File: config.mk
export PLATFORM = sky130hd
export DESIGN_NAME = ll_data_table_dequeue_burst_flat
export DESIGN_NICKNAME = d
export VERILOG_FILES = /design/src/rtl/linked_list.sv /design/src/rtl/ll_head_table_if.sv /design/src/rtl/ll_rd_data_val_helper.sv /design/src/rtl/ll_data_table_dequeue_burst.sv /design/src/flat_wrapper.sv
export SDC_FILE = /design/constraint.sdc
export NUM_CORES = 1
export LEC_CHECK = 0
export CAP_MARGIN = 25
export CORE_MARGIN = 2
export CORE_UTILIZATION = 39
export CTS_BUF_LIST = sky130_fd_sc_hd__clkbuf_16
export DETAILED_ROUTE_END_ITERATION = 6
export PLACE_DENSITY = 0.81
export SLEW_MARGIN = 20
export SYNTH_ARGS = -nofsm -noshare
export SYNTH_HDL_FRONTEND = slang
export SYNTH_SLANG_ARGS = --single-unit
File: constraint.sdc
create_clock -name clk_i -period 2.6 [get_ports clk_i]
set_input_delay 0.78 -clock clk_i [delete_from_list [all_inputs] [get_ports clk_i]]
set_output_delay 0.78 -clock clk_i [all_outputs]
set_load 0.01 [all_outputs]
File: src/rtl/linked_list.sv
// linked_list: shared types for the linked-list hash table datapath
// Provides RAM entry, task, result and head-table types plus the dequeue FSM state encoding.
package linked_list;
  localparam int LL_TABLE_ADDR_WIDTH = 8;
  localparam int LL_KEY_WIDTH        = 16;
  localparam int LL_VALUE_WIDTH      = 16;
  typedef enum logic [1:0] {
    LL_OP_INSERT, LL_OP_DELETE, LL_OP_SEARCH, LL_OP_DEQUEUE
  } ll_opcode_t;
  typedef enum logic [2:0] {
    LL_SEARCH_FOUND, LL_SEARCH_NOT_FOUND, LL_INSERT_SUCCESS, LL_DELETE_SUCCESS,
    LL_DEQUEUE_SUCCESS, LL_DEQUEUE_NOT_SUCCESS_NO_ENTRY, LL_DEQUEUE_PARTIAL
  } ll_rescode_t;
  typedef enum logic [1:0] {
    LL_NO_CHAIN, LL_IN_HEAD, LL_IN_MIDDLE, LL_IN_TAIL
  } ll_chain_state_t;
  typedef struct packed {
    ll_opcode_t                opcode;
    logic [LL_KEY_WIDTH-1:0]   key;
    logic [LL_VALUE_WIDTH-1:0] value;
  } ll_cmd_t;
  typedef struct packed {
    ll_cmd_t                        cmd;
    logic [LL_TABLE_ADDR_WIDTH-1:0] head_ptr;
    logic                           head_ptr_val;
  } ll_ht_pdata_t;
  typedef struct packed {
    logic [LL_KEY_WIDTH-1:0]        key;
    logic [LL_VALUE_WIDTH-1:0]      value;
    logic [LL_TABLE_ADDR_WIDTH-1:0] next_ptr;
    logic                           next_ptr_val;
  } ll_ram_data_t;
  typedef struct packed {
    ll_cmd_t         cmd;
    ll_rescode_t     rescode;
    ll_chain_state_t chain_state;
  } ll_ht_result_t;
  typedef enum logic [2:0] {
    IDLE_S, NO_ENTRY_S, READ_S, CLEAR_S, UPDATE_HEAD_S, REPORT_S
  } ll_dq_state_t;
endpackage

File: src/rtl/ll_head_table_if.sv
// ll_head_table_if: head pointer write port (master drives wr_data_ptr, wr_data_ptr_val, wr_en)
interface ll_head_table_if
  import linked_list::*;
#(
  parameter int A_WIDTH = LL_TABLE_ADDR_WIDTH
);
  logic [A_WIDTH-1:0] wr_data_ptr;
  logic               wr_data_ptr_val;
  logic               wr_en;
  modport master (output wr_data_ptr, output wr_data_ptr_val, output wr_en);
  modport slave  (input  wr_data_ptr, input  wr_data_ptr_val, input  wr_en);
endinterface

File: src/rtl/ll_rd_data_val_helper.sv
// ll_rd_data_val_helper: delays the RAM read strobe by RAM_LATENCY cycles to flag valid read data
// Ports: clk_i, rst_n_i (async active-low), rd_en_i (read strobe), rd_data_val_o (data valid).
module ll_rd_data_val_helper #(
  parameter int RAM_LATENCY = 2
)(
  input  logic clk_i,
  input  logic rst_n_i,
  input  logic rd_en_i,
  output logic rd_data_val_o
);
  logic [RAM_LATENCY-1:0] sh_q;
  if (RAM_LATENCY == 1) begin : g_one
    always_ff @(posedge clk_i or negedge rst_n_i)
      if (!rst_n_i) sh_q <= '0;
      else sh_q <= rd_en_i;
  end else begin : g_pipe
    always_ff @(posedge clk_i or negedge rst_n_i)
      if (!rst_n_i) sh_q <= '0;
      else sh_q <= {sh_q[RAM_LATENCY-2:0], rd_en_i};
  end
  assign rd_data_val_o = sh_q[RAM_LATENCY-1];
endmodule

File: src/rtl/ll_data_table_dequeue_burst.sv
// ll_data_table_dequeue_burst: pops up to MAX_BURST entries from a list head, clearing and freeing each
// Ports: task_* (request in), rd_*/wr_* (data RAM), add_empty_ptr_* (free list),
// ll_head_table_if (single head update per task), result_* (outcome handshake).
module ll_data_table_dequeue_burst
  import linked_list::*;
#(
  parameter  int RAM_LATENCY = 2,
  parameter  int A_WIDTH     = LL_TABLE_ADDR_WIDTH,
  parameter  int MAX_BURST   = 8,
  localparam int CNT_WIDTH   = $clog2(MAX_BURST + 1)
)(
  input  logic                 clk_i,
  input  logic                 rst_n_i,
  input  ll_ht_pdata_t         task_i,
  input  logic [CNT_WIDTH-1:0] task_cnt_i,
  input  logic                 task_valid_i,
  output logic                 task_ready_o,
  input  ll_ram_data_t         rd_data_i,
  output logic [A_WIDTH-1:0]   rd_addr_o,
  output logic                 rd_en_o,
  output logic [A_WIDTH-1:0]   wr_addr_o,
  output ll_ram_data_t         wr_data_o,
  output logic                 wr_en_o,
  output logic [A_WIDTH-1:0]   add_empty_ptr_o,
  output logic                 add_empty_ptr_en_o,
  ll_head_table_if.master      ll_head_table_if,
  output ll_ht_result_t        result_o,
  output logic [CNT_WIDTH-1:0] result_cnt_o,
  output logic                 result_valid_o,
  input  logic                 result_ready_i
);
  localparam logic [CNT_WIDTH-1:0] MAX_CNT = CNT_WIDTH'(MAX_BURST);
  ll_dq_state_t         state_q;
  ll_opcode_t           opcode_q;
  ll_ram_data_t         data_q;
  logic [CNT_WIDTH-1:0] req_q, done_q, req_d;
  logic [A_WIDTH-1:0]   cur_ptr_q;
  logic                 rd_en_q, wr_en_q, empty_en_q, head_wr_q, res_valid_q;
  logic                 rd_val, last_d;
  ll_ht_result_t        res;
  logic                 unused_task;
  assign unused_task = ^{task_i.cmd.key, task_i.cmd.value};
  ll_rd_data_val_helper #(.RAM_LATENCY(RAM_LATENCY)) u_rd_val (
    .clk_i         (clk_i),
    .rst_n_i       (rst_n_i),
    .rd_en_i       (rd_en_q),
    .rd_data_val_o (rd_val)
  );
  assign req_d  = task_cnt_i > MAX_CNT ? MAX_CNT : task_cnt_i;
  // Stop on burst quota or when the entry just cleared was the list tail.
  assign last_d = (done_q + CNT_WIDTH'(1) == req_q) || !data_q.next_ptr_val;
  always_ff @(posedge clk_i or negedge rst_n_i)
    if (!rst_n_i) begin
      state_q     <= IDLE_S;
      opcode_q    <= LL_OP_INSERT;
      data_q      <= '0;
      req_q       <= '0;
      done_q      <= '0;
      cur_ptr_q   <= '0;
      rd_en_q     <= 1'b0;
      wr_en_q     <= 1'b0;
      empty_en_q  <= 1'b0;
      head_wr_q   <= 1'b0;
      res_valid_q <= 1'b0;
    end else begin
      case (state_q)
        IDLE_S: if (task_valid_i) begin
          opcode_q  <= task_i.cmd.opcode;
          req_q     <= req_d;
          done_q    <= '0;
          data_q    <= '0;
          cur_ptr_q <= A_WIDTH'(task_i.head_ptr);
          if (!task_i.head_ptr_val) begin
            state_q     <= NO_ENTRY_S;
            res_valid_q <= 1'b1;
          end else if (req_d == '0) begin
            state_q     <= REPORT_S;
            res_valid_q <= 1'b1;
          end else begin
            state_q <= READ_S;
            rd_en_q <= 1'b1;
          end
        end
        READ_S: begin
          rd_en_q <= 1'b0;
          if (rd_val) begin
            data_q     <= rd_data_i;
            wr_en_q    <= 1'b1;
            empty_en_q <= 1'b1;
            state_q    <= CLEAR_S;
          end
        end
        CLEAR_S: begin
          wr_en_q    <= 1'b0;
          empty_en_q <= 1'b0;
          done_q     <= done_q + CNT_WIDTH'(1);
          if (last_d) begin
            head_wr_q <= 1'b1;
            state_q   <= UPDATE_HEAD_S;
          end else begin
            cur_ptr_q <= A_WIDTH'(data_q.next_ptr);
            rd_en_q   <= 1'b1;
            state_q   <= READ_S;
          end
        end
        UPDATE_HEAD_S: begin
          head_wr_q   <= 1'b0;
          res_valid_q <= 1'b1;
          state_q     <= REPORT_S;
        end
        REPORT_S, NO_ENTRY_S: if (result_ready_i) begin
          res_valid_q <= 1'b0;
          state_q     <= IDLE_S;
        end
        default: state_q <= IDLE_S;
      endcase
    end
  always_comb begin
    res             = '0;
    res.cmd.opcode  = opcode_q;
    res.cmd.key     = data_q.key;
    res.cmd.value   = data_q.value;
    res.rescode     = state_q == NO_ENTRY_S ? LL_DEQUEUE_NOT_SUCCESS_NO_ENTRY :
                      done_q < req_q ? LL_DEQUEUE_PARTIAL : LL_DEQUEUE_SUCCESS;
    res.chain_state = done_q == '0 ? LL_NO_CHAIN : LL_IN_HEAD;
  end
  assign task_ready_o       = state_q == IDLE_S;
  assign rd_en_o            = rd_en_q;
  assign rd_addr_o          = cur_ptr_q;
  assign wr_en_o            = wr_en_q;
  assign wr_addr_o          = cur_ptr_q;
  assign wr_data_o          = '0;
  assign add_empty_ptr_en_o = empty_en_q;
  assign add_empty_ptr_o    = cur_ptr_q;
  assign ll_head_table_if.wr_en           = head_wr_q;
  assign ll_head_table_if.wr_data_ptr     = A_WIDTH'(data_q.next_ptr);
  assign ll_head_table_if.wr_data_ptr_val = data_q.next_ptr_val;
  assign result_valid_o     = res_valid_q;
  assign result_o           = res_valid_q ? res : '0;
  assign result_cnt_o       = done_q;
endmodule

File: src/flat_wrapper.sv
// flat-port wrapper written by rule: the top's interface ports become plain ports
module ll_data_table_dequeue_burst_flat import linked_list::*;
#(
  parameter  int RAM_LATENCY = 2,
  parameter  int A_WIDTH     = LL_TABLE_ADDR_WIDTH,
  parameter  int MAX_BURST   = 8,
  localparam int CNT_WIDTH   = $clog2(MAX_BURST + 1)
)
  (clk_i, rst_n_i, task_i, task_cnt_i, task_valid_i, task_ready_o, rd_data_i, rd_addr_o, rd_en_o, wr_addr_o, wr_data_o, wr_en_o, add_empty_ptr_o, add_empty_ptr_en_o, result_o, result_cnt_o, result_valid_o, result_ready_i, ll_head_table_if_wr_data_ptr, ll_head_table_if_wr_data_ptr_val, ll_head_table_if_wr_en);
  ll_head_table_if #(.A_WIDTH(A_WIDTH)) ll_head_table_if_i ();
  input  logic clk_i;
  input  logic rst_n_i;
  input  ll_ht_pdata_t task_i;
  input  logic [CNT_WIDTH-1:0] task_cnt_i;
  input  logic task_valid_i;
  output logic task_ready_o;
  input  ll_ram_data_t rd_data_i;
  output logic [A_WIDTH-1:0] rd_addr_o;
  output logic rd_en_o;
  output logic [A_WIDTH-1:0] wr_addr_o;
  output ll_ram_data_t wr_data_o;
  output logic wr_en_o;
  output logic [A_WIDTH-1:0] add_empty_ptr_o;
  output logic add_empty_ptr_en_o;
  output ll_ht_result_t result_o;
  output logic [CNT_WIDTH-1:0] result_cnt_o;
  output logic result_valid_o;
  input  logic result_ready_i;
  output wire logic [$bits(ll_head_table_if_i.wr_data_ptr)-1:0] ll_head_table_if_wr_data_ptr;
  output wire logic [$bits(ll_head_table_if_i.wr_data_ptr_val)-1:0] ll_head_table_if_wr_data_ptr_val;
  output wire logic [$bits(ll_head_table_if_i.wr_en)-1:0] ll_head_table_if_wr_en;
  assign ll_head_table_if_wr_data_ptr = ll_head_table_if_i.wr_data_ptr;
  assign ll_head_table_if_wr_data_ptr_val = ll_head_table_if_i.wr_data_ptr_val;
  assign ll_head_table_if_wr_en = ll_head_table_if_i.wr_en;
  ll_data_table_dequeue_burst #(.RAM_LATENCY(RAM_LATENCY), .A_WIDTH(A_WIDTH), .MAX_BURST(MAX_BURST)) u_core (.clk_i(clk_i), .rst_n_i(rst_n_i), .task_i(task_i), .task_cnt_i(task_cnt_i), .task_valid_i(task_valid_i), .task_ready_o(task_ready_o), .rd_data_i(rd_data_i), .rd_addr_o(rd_addr_o), .rd_en_o(rd_en_o), .wr_addr_o(wr_addr_o), .wr_data_o(wr_data_o), .wr_en_o(wr_en_o), .add_empty_ptr_o(add_empty_ptr_o), .add_empty_ptr_en_o(add_empty_ptr_en_o), .ll_head_table_if(ll_head_table_if_i), .result_o(result_o), .result_cnt_o(result_cnt_o), .result_valid_o(result_valid_o), .result_ready_i(result_ready_i));
endmodule
After elaboration in Yosys (flattened, before gate mapping)
Cells that the tools add are included.

Input bits: 92. Register bits: 68. Output and inout port bits: 123. Logic and storage cells: 86.

Reductions and logical operators: 21. Eq/ne operators: 14. Magnitude comparators: 2. $add $sub $neg: 1. Muxes and demuxes: 34.

Operator list (count): $mux 41 (2); $pmux 41 s2 (1); $mux 39 (1); $mux 3 (7); $mux 8 (2); $pmux 8 s2 (1); $pmux 3 s5 (1); $ne 2x2->1 const B (6); $mux 1 (11); $reduce_and 3->1 (3); $logic_not 4->1 (2); $mux 4 (2); $pmux 4 s2 (1); $reduce_and 2->1 (4); $reduce_bool 2->1 (4); $eq 3x2->1 const B (2); $eq 3x3->1 const B (2); $pmux 1 s3 (2); $reduce_bool 3->1 (2); $reduce_and 5->1 (1); $add 4x1->4 const B (1); $eq 4x4->1 (1); $gt 4x4->1 const B (1); $lt 4x4->1 (1); 10 further kinds (11).

Logic depth before layout (Yosys ltp)
Gate-level depths: netlist of the first run.

Depth in word-level cells: 7. Gate-level depth with buffers: 7. Depth with buffers taken out: 6.

Hierarchy
Synthesis of the first run repeated with hierarchy kept, for this count alone.

Cells, all modules: 422. Area total of the unflattened synthesis: 3818.7 µm².

By module, submodules not included: ll_data_table_dequeue_burst (seq. area each 1651.6 µm², times used 1, cells each 420, area each 3768.6 µm²); ll_rd_data_val_helper (seq. area each 50.0 µm², times used 1, cells each 2, area each 50.0 µm²).

Worst setup path before layout of the first run
OpenSTA, ideal clock, no wires.

Path kind: flip-flop to output port. From: reg u_core.done_q[1] (netlist: u_core.result_cnt_o[1]). To: out result_o[3] (netlist name). Data arrival time: 1.353 ns. Path buffers: 0. Setup slack: 0.467 ns. Stages on the path, launching flop included: 6. Path through: dfrtp_1 -> ha_1 -> nor2b_1 -> o21a_1 -> o21ai_0 -> and4b_1.

RTL lines: start: declaration (line ll_data_table_dequeue_burst.sv:36) `logic [CNT_WIDTH-1:0] req_q, done_q, req_d;`; start signal: assignment (line ll_data_table_dequeue_burst.sv:96) `done_q <= done_q + CNT_WIDTH'(1);`; end: declaration (line flat_wrapper.sv:25) `output ll_ht_result_t result_o;`.

==> out/results.tsv, run 1 <==
metric	value	unit
tns	0	ns
hold_viol_final	0	
synth_top_cell_area_share	44.5	%
synth_top_family_by_area	simple AND/OR/NAND/NOR gates	
pwr-share-clk	23.6	%
synth_edf_count	0	
swShare	35.5	%
place_hpwl	6.85	mm
dieArea	0.0106	mm^2
grtUsageTotal	17.4	%
drc	0	
crit_slowest_cell	clkdlybuf4s50_1	
rsz0062_at_grt	false	
end_kind	primary output	
syn_avg_cell_area	8.71	um^2
drt_iter0_drc	136	
finalCriticalPeriod	2.51	ns
port_buffers	140	
grt_max_degree	41	
syn_inst	439	
synth.most_common_cell	nand2_1	
use_met2	30.4	%
tritoncts	built	
crit_type	flop to primary output	
yosysSeqAreaShare	44.5	%
peakVddDrop	0.432	mV
synth_seq_cells	68	
hold_path.class	flop to flop	
die_w	103	um
viasPerCell	4.63	
cp_data_required_time	1.82	ns
grt_pass1_wl	14.4	mm
synth_common_cells	119 x nand2_1, 68 x buf_4, 68 x dfrtp_1	
pre_cts_slack	-0.00975	ns
setup_viol	0	
synthSimpleGateAreaFrac	27.4	%
fin_ws	0.0912	ns
ys.flop_type	dfrtp_1	
pwr-share-comb	46.0	%
busiest_layer	met2	
critPathMaxStageDelay	0.53	ns
p_int	3.78	mW
met1_usage	21.2	%
post-route-util	56.3	%
rows	36	
core-area	0.00964	mm^2
async_reset_ff_share	100	%
ys_warn_count	0	
max-slew-margin-rel	54.3	%
cts-htree-levels	3	
vias	3219	
layout-drive-gt1-share	9.59	%
power.density	1080	mW/mm^2
antenna_found_initial	0	
wl	9.32	mm
synth.area.mux_share	2.62	%
grt_overflow_total	0	
p_sw	2.08	mW
drt_pass1_iterations	4	
synth.distinct_cells	43	
layout.nets	656	
clock_latency	0.32	ns
grt_pass1_vias	3095	
hold_ws	0.347	ns
maxCapViolations	0	
finalCritPeriodShare	96.5	%
dieHeight	103	um
synth_fa_ha_area_share	1.96	%
syn_to_final_growth	42.0	%
use_met3	4.75	%
critPathLaunchType	flop	
initial_core_util	39.7	%
cts_root_buf	clkbuf_16	
cp_cell_sequence	nor2_1 > and3_1 > clkdlybuf4s50_1	
syn_area	0.00382	mm^2
wl_per_cell	13.4	um
clock_skew	0.00430	ns
ctsHoldBuffers	0	
cts_num_sinks	68	
ant_nets	0	
diodes	0	
run_status	completed	
cts_max_path_buffers	2	
fmax	399	MHz
cp.arrival	1.73	ns
tightest_slew	0.686	ns
path_delay_family	buffers and inverters	
synth_area_leader_cell	dfrtp_1	
path_clk_slew	0.06	ns
critPathBufInv	1	
seq_power_share	30.4	%
cts_buffers	9	
power_leakage	2.61	nW
worstPathMaxFanout	10	
synth-xor-area-share	1.31	%
place.gp.congestion	0.805	
synth_compound_area_share	5.50	%
drv_slew	0	
ios	215	
synth_top_cells_by_area	dfrtp_1 45%, buf_4 13%, nand2_1 12%	
-- stage by stage --
step                instance area, um^2  total power, mW  std cells
floorplan                          3980             3.37        480
global placement                   5090             4.45        680
detailed placement                 5090             4.52        680
CTS                                5430             5.93        696
global route                       5430             6.28        696
finish                             5430             5.86        696
-- final cells by class --
cell class / instances / area [um^2]
timing repair buffer: 159 / 1550
sequential: 68 / 1710
clock buffer: 9 / 225
clock inverter: 7 / 115
fill: 892 / 4210
inverter: 7 / 26.3
tap: 133 / 166
multi-input combinational: 313 / 1650
-- cells by family (layout without fill, tap and decap cells) --
group           Yosys count  after routing
simple gates            222            222
buf+inv                  99            182
flops                    68             68
compound gates           30             30
mux                       9              9
fa+ha+maj                 6              6
xor+xnor                  4              4
other cells               1             42
-- power groups by stage --
stage                     logic, mW  clock network (mW)  registers (mW)
after floorplan                1.63                   0            1.74
after detailed placement       2.73                   0            1.79
after global routing           2.97                1.46            1.85
after CTS                      2.74                1.41            1.78
final                          2.70                1.38            1.78
after global placement         2.68                   0            1.77
-- per-layer routing --
metal | part of all wire (%) | wire length, um
met1 | 42 | 3930
met2 | 50 | 4690
met4 | 0.73 | 68
met3 | 6.7 | 623
met5 | 0 | 0
-- path summary, 6_finish.rpt --
check	from	to	slack (ns)	depth (start not counted)
max reg2reg	u_core.result_cnt_o[0]	u_core.state_q[1]	0.41	6
min reg2reg	u_core.u_rd_val.sh_q[0]	u_core.u_rd_val.sh_q[1]	0.35	0
max	u_core.state_q[2]	result_o[2]	0.09	3
min in group asynchronous	rst_n_i	u_core.add_empty_ptr_o[7]	0.49	1
max in group asynchronous	rst_n_i	u_core.state_q[1]	1.42	2
min	u_core.u_rd_val.sh_q[0]	u_core.u_rd_val.sh_q[1]	0.35	0
-- cell usage in the layout, fill, tap and decap left out, types with 3 or more instances in the layout --
| cell type | netlist | layout |
|---|---|---|
| clkdlybuf4s50_1 | 0 | 137 |
| nand2_1 | 119 | 119 |
| dfrtp_1 | 68 | 65 |
| nand3_1 | 42 | 42 |
| conb_1 | 1 | 42 |
| and2_1 | 36 | 36 |
| buf_4 | 68 | 18 |
| o21ai_0 | 13 | 12 |
| clkbuf_16 | 0 | 9 |
| mux2_2 | 8 | 8 |
| inv_1 | 7 | 6 |
| ha_1 | 6 | 6 |
| nor2_1 | 5 | 5 |
| nor2b_1 | 3 | 3 |
| and3_1 | 3 | 3 |
| nand3b_1 | 3 | 3 |
| o31ai_1 | 3 | 3 |
| bufinv_16 | 0 | 3 |
| dfrtp_2 | 0 | 3 |
-- sequential cells by signal (all words and copies together), names as in the netlist --
name,flops
u_core.rd_en_o,1
u_core.ll_head_table_if.wr_data_ptr_val,1
u_core.ll_head_table_if.wr_en,1
u_core.u_rd_val.sh_q,2
u_core.result_valid_o,1
u_core.wr_en_o,1
u_core.req_q,4
u_core.add_empty_ptr_o,8
u_core.ll_head_table_if.wr_data_ptr,8
u_core.data_q,32
u_core.result_cnt_o,4
u_core.opcode_q,2
u_core.state_q,3
-- repair_timing --
| action | in CTS | in global routing |
|---|---|---|
| resized for setup | 5 | 4 |
| pin swaps | 0 | 2 |
| buffers inserted | 0 | 0 |
| setup endpoints to repair | 2 | 7 |
No activity file was read; power rests on OpenSTA's default activity.
==> run 2: changes to the inputs <==
Settings changed: ABC_AREA set to 1.
==> out/results.tsv, run 2 <==
metric	value	unit	change
run_status	completed		
cp_data_required_time	1.82	ns	about the same
seq_power_share	28.9	%	-1.5 points
core-area	0.00977	mm^2	+1.4%
power_leakage	2.84	nW	+8.8%
synth_seq_cells	68		unchanged
maxCapViolations	0		unchanged
drt_pass1_iterations	4		unchanged
final_common_cell	clkdlybuf4s50_1		
wl_per_cell	12.7	um	-4.8%
p_int	3.77	mW	-0.20%
clock_latency	0.32	ns	about the same
grt_pass1_vias	3483		+13%
setup_viol	0		unchanged
max-slew-margin-rel	47.4	%	-6.9 points
rsz0062_at_grt	false		
syn_area	0.00392	mm^2	+2.6%
yosysSeqAreaShare	43.4	%	-1.1 points
syn_inst	515		+17%
cts-htree-levels	3		unchanged
antenna_found_initial	0		unchanged
fmax	404	MHz	+1.4%
fin_ws	0.126	ns	+0.0348 ns
dieArea	0.0109	mm^2	+2.5%
synth_edf_count	0		unchanged
p_sw	2.66	mW	+28%
synth.most_common_cell	nand2_1		
path_clk_slew	0.05	ns	about the same
worstPathMaxFanout	4		-6
n_fill_cell	914		+2.5%
syn_to_final_growth	37.8	%	
tritoncts	built		
top_register	u_core.data_q		
viasPerCell	4.69		+1.5%
tightest_slew	0.789	ns	+0.103 ns
ctsHoldBuffers	0		unchanged
pre_cts_slack	0.173	ns	+0.183 ns
ios	215		unchanged
swShare	41.4	%	+5.8 points
synth_top_cells_by_area	dfrtp_1 43%, buf_4 14%, nand2_1 12%		
power	6.43	mW	+9.7%
syn_avg_cell_area	7.62	um^2	-13%
async_reset_ff_share	100	%	unchanged
ant_nets	0		unchanged
final_cell_mix	137 x clkdlybuf4s50_1, 122 x nand2_1, 67 x inv_1, 67 x dfrtp_1, 62 x nand3_1		
synth_top_cell_area_share	43.4	%	-1.1 points
cp.arrival	1.69	ns	-0.04 ns
crit_type	flop to primary output		
dieHeight	104	um	+1.3%
finalCritPeriodShare	95.2	%	-1.3 points
synth.distinct_cells	26		-40%
vias	3595		+12%
drt_iter0_drc	172		+26%
drv_slew	0		unchanged
port_buffers	140		unchanged
synth_common_cells	122 x nand2_1, 72 x buf_4, 68 x dfrtp_1		
place_hpwl	7.15	mm	+4.4%
cts_max_path_buffers	2		unchanged
wl	9.76	mm	+4.7%
grt_overflow_total	0		unchanged
critPathLaunchType	flop		
grt_pass1_wl	16.2	mm	+12%
layout.nets	726		+11%
grtUsageTotal	17.9	%	+0.48 points
ys.flop_type	dfrtp_1		
finalCriticalPeriod	2.47	ns	-0.0348 ns
end_kind	primary output		
cts_num_sinks	68		unchanged
layout-drive-gt1-share	6.64	%	-3.0 points
die_w	104	um	+1.3%
multiInputGateArea	0.00150	mm^2	-8.7%
largest_reg_flops	32		unchanged
tns	0	ns	unchanged
place.gp.congestion	0.870		+8.1%
power.density	1190	mW/mm^2	+10%
ys_warn_count	0		unchanged
peakVddDrop	0.643	mV	+49%
pwr-share-comb	54.8	%	+8.8 points
cts_root_buf	clkbuf_16		
pwr-share-clk	16.3	%	-7.3 points
grt_max_degree	69		+68%
clock_skew	0.00873	ns	+0.00443 ns
hold_path.class	flop to flop		
rows	36		unchanged
initial_core_util	40.1	%	+0.48 points
diodes	0		unchanged
cts_buffers	9		unchanged
synth_area_leader_cell	dfrtp_1		
drc	0		unchanged
post-route-util	55.3	%	-1.0 points
hold_viol_final	0		unchanged
seq_area	0.00170	mm^2	-0.15%
-- run 2: cell count changes after synthesis, sizes merged, moves of 5 or more --
cell,change
nand2,+5
inv,+64
and2,-36
mux2,-8
o21ai,+44
nand3,+20
nor2,+15
-- run 2: kinds of logic (layout without fill, tap and decap cells) --
logic type	after synthesis	after routing	share of synthesized area, %
buffers and inverters	161	238	22.4
and+or+nand+nor	211	211	23.2
DFF	68	68	43.4
other	1	42	0.0956
AOI/OAI and AO/OA	68	68	9.09
adders and majority gates	6	6	1.91
-- run 2: layout make-up --
class / count / share of cell area, %
flip-flops and latches: 68 / 31.5
inverters: 71 / 4.93
repair buffers: 151 / 27.9
clock inverters: 7 / 0.671
well taps: 133 / 3.08
clock buffers: 9 / 4.17
multi-input cells: 327 / 27.8
-- run 2: per-layer routing --
layer | part of all wire (%) | routed length, um | global-route usage [%]
met1 | 41 | 3960 | 20.7
met2 | 51 | 4970 | 31.5
met3 | 7.5 | 729 | 4.89
met4 | 0.97 | 95 | 6.76
met5 | 0 | 0 | 0
-- run 2: power groups by stage --
stage	clock (mW)	combinational, mW	sequential [mW]
floorplan	0	2.11	1.84
global placement	0	3.44	1.84
detailed placement	0	3.54	1.87
CTS	1.08	3.53	1.86
global route	1.12	3.89	1.92
finish	1.05	3.53	1.86
-- run 2: worst max-delay path: stages (launching register included) --
cell	delay (ns)
dfrtp_1	0.36
inv_1	0.11
ha_1	0.24
inv_1	0.06
nor2_1	0.04
o211ai_1	0.15
nand3_1	0.09
nor2_1	0.09
clkdlybuf4s15_1	0.24
-- run 2: what timing repair did --
action	4_1_cts	5_1_grt
endpoints found under the hold margin	0	0
setup endpoints to repair	1	7
setup buffers	0	1
resized for setup	1	4
-- run 2: path summary, 6_finish.rpt --
| check | startpoint | to | slack (ns) | cells after the start |
|---|---|---|---|---|
| max reg2reg | u_core.result_cnt_o[1] | u_core.add_empty_ptr_o[5] | 0.57 | 12 |
| max | u_core.req_q[1] | result_o[3] | 0.13 | 8 |
| max in group asynchronous | rst_n_i | u_core.data_q[13] | 1.82 | 2 |
| min | u_core.u_rd_val.sh_q[0] | u_core.u_rd_val.sh_q[1] | 0.35 | 0 |
| min reg2reg | u_core.u_rd_val.sh_q[0] | u_core.u_rd_val.sh_q[1] | 0.35 | 0 |
| min in group asynchronous | rst_n_i | u_core.req_q[2] | 0.47 | 2 |
-- run 2: metrics by stage --
stage,area [um^2],hold slack [ns],instances
2_1_floorplan,4080,0.331,556
3_3_place_gp,5130,0.337,749
3_5_place_dp,5130,0.348,749
4_1_cts,5390,0.356,765
5_1_grt,5410,0.357,766
6_report,5410,0.354,766
==> run 3: changes to the inputs <==
Settings changed: CORE_MARGIN 2 to 5, GPL_TIMING_DRIVEN set to 0.
==> out/results.tsv, run 3 (synthesized netlist as in run 2, its figures left out) <==
metric	value	unit	change
run_status	completed		
final_common_cell	clkdlybuf4s50_1		
ant_nets	0		unchanged
clock_latency	0.33	ns	about the same
grt_overflow_total	0		unchanged
layout-drive-gt1-share	16.6	%	+9.9 points
cts_num_sinks	68		unchanged
viasPerCell	4.51		-3.8%
crit_type	flop to primary output		
grtUsageTotal	18.8	%	+0.92 points
diodes	0		unchanged
dieHeight	110	um	+5.8%
port_buffers	140		unchanged
p_sw	2.78	mW	+4.4%
min_path_cells	0		unchanged
end_kind	primary output		
place.gp.congestion	0.809		-7.0%
setup_viol	0		unchanged
hold_end	u_core.u_rd_val.sh_q[1]		
r2r-end	u_core.rd_en_o		
hold_path.class	flop to flop		
worstPathMaxFanout	10		+6
clock_skew	0.00996	ns	+0.00123 ns
p_int	4.24	mW	+12%
rows	36		unchanged
cts-htree-levels	3		unchanged
n_fill_cell	861		-5.8%
cp_cell_sequence	clkbuf_2 > nand2_1 > inv_1 > clkdlybuf4s50_1		
vias	3842		+6.9%
critPathMaxStageDelay	0.53	ns	+0.17 ns
core-area	0.00977	mm^2	unchanged
tns	0	ns	unchanged
cts_max_path_buffers	2		unchanged
r2r_cells	11		-1
crit_slowest_cell	clkdlybuf4s50_1		
layout.nets	811		+12%
max-slew-margin-rel	63.9	%	+17 points
die_w	110	um	+5.8%
seq_power_share	26.6	%	-2.3 points
r2r_slack	0.64	ns	+0.07 ns
wl	11.3	mm	+16%
grt_max_degree	38		-45%
swShare	39.6	%	-1.8 points
maxCapViolations	0		unchanged
power.density	1170	mW/mm^2	-2.1%
path_clk_slew	0.05	ns	about the same
rsz0062_at_grt	false		
peakVddDrop	0.538	mV	-16%
drc	0		unchanged
power_leakage	3.25	nW	+14%
pwr-share-clk	18.1	%	+1.8 points
cts_buffers	9		unchanged
grt_pass1_wl	18.1	mm	+12%
drv_slew	0		unchanged
finalCritPeriodShare	95.4	%	+0.26 points
largest_reg_flops	32		unchanged
drt_iter0_drc	112		-35%
pwr-share-comb	55.3	%	+0.5 points
tritoncts	built		
r2r-start	u_core.result_cnt_o[0]		
place_hpwl	8.83	mm	+23%
wl_per_cell	13.3	um	+4.5%
hold_viol_final	0		unchanged
antenna_found_initial	0		unchanged
tightest_slew	0.541	ns	-0.248 ns
ctsHoldBuffers	0		unchanged
final_cell_mix	137 x clkdlybuf4s50_1, 122 x nand2_1, 79 x buf_4, 66 x inv_1, 65 x dfrtp_1		
initial_core_util	40.1	%	unchanged
hp-start	u_core.u_rd_val.sh_q[0]		
critPathLaunchType	flop		
power	7.01	mW	+9.1%
ios	215		unchanged
grt_pass1_vias	3907		+12%
finalCriticalPeriod	2.48	ns	+0.00686 ns
top_register	u_core.data_q		
cts_root_buf	clkbuf_16		
dieArea	0.0122	mm^2	+12%
fmax	403	MHz	-0.28%
cp_data_required_time	1.82	ns	about the same
drt_pass1_iterations	5		+1
cp.arrival	1.70	ns	about the same
syn_to_final_growth	53.4	%	
==> run 3: cell count changes in the layout (fill, tap and decap cells not counted), moves of 2 or more <==
cell / before / now
bufinv_16: 0 / 2
buf_2: 1 / 3
clkinvlp_4: 2 / 0
clkbuf_2: 0 / 3
clkbuf_1: 0 / 12
dfrtp_1: 67 / 65
buf_4: 9 / 79
dfrtp_2: 1 / 3
==> run 3: worst max path at each step <==
stage | to | slack (ns) | startpoint | cells after the start
after floorplan | result_o[3] | 0.60 | u_core.result_cnt_o[1] | 6
after global placement | u_core.data_q[38] | -1.53 | rst_n_i | 1
after detailed placement | result_o[21] | -0.19 | u_core.result_valid_o | 5
after CTS | result_o[0] | 0.01 | u_core.result_cnt_o[0] | 4
after global routing | result_o[8] | 0.004 | u_core.result_valid_o | 4
final | result_o[31] | 0.12 | u_core.result_valid_o | 4
==> run 3: layout make-up <==
class,instances,area [um^2],area share [%]
Buffer,89,611,10.1
Clock buffer,9,225,3.74
Clock inverter,7,82.6,1.37
Inverter,71,267,4.43
Multi-Input combinational cell,327,1500,24.9
Sequential cell,68,1710,28.3
Tap cell,133,166,2.76
Timing Repair Buffer,147,1460,24.3
==> run 3: stage by stage <==
stage / setup slack [ns] / utilization [%] / std cells / hold slack [ns] / cell area, um^2
after floorplan: 0.602 / - / 556 / 0.331 / 4080
after global placement: -1.53 / 57.8 / 829 / 0.333 / 5650
after detailed placement: -0.193 / 57.9 / 830 / 0.336 / 5660
after CTS: 0.0109 / 61.6 / 851 / 0.352 / 6020
after global routing: 0.00412 / 61.6 / 851 / 0.367 / 6020
final: 0.119 / 61.6 / 851 / 0.351 / 6020
==> run 3: power groups by stage <==
| stage | combinational (mW) | clock, mW | sequential, mW |
|---|---|---|---|
| finish | 3.88 | 1.27 | 1.87 |
| global route | 4.33 | 1.33 | 1.94 |
| CTS | 3.93 | 1.29 | 1.87 |
| detailed placement | 3.88 | 0 | 1.87 |
| global placement | 3.77 | 0 | 1.84 |
| floorplan | 2.11 | 0 | 1.84 |
==> run 3: critical path: cells and delay by family, from the launching register on <==
family | cells | cell delay, ns
buf+inv | 3 | 0.85
flops | 1 | 0.43
simple gates | 1 | 0.10
==> run 3: metal layers <==
metal,share of wire (%),vias to the layer above,GRT usage (%)
met4,1.7,0,6.51
met3,8.3,17,4.31
li1,-,1897,-
met5,0,-,0
met1,41,1769,23.6
met2,49,159,31.9
==> run 3: timing repair <==
| action | CTS | global route |
|---|---|---|
| endpoints found under the setup margin | 37 | 4 |
| resized for setup | 7 | 5 |
| hold endpoints to repair | 0 | 0 |
| setup buffers | 6 | 0 |
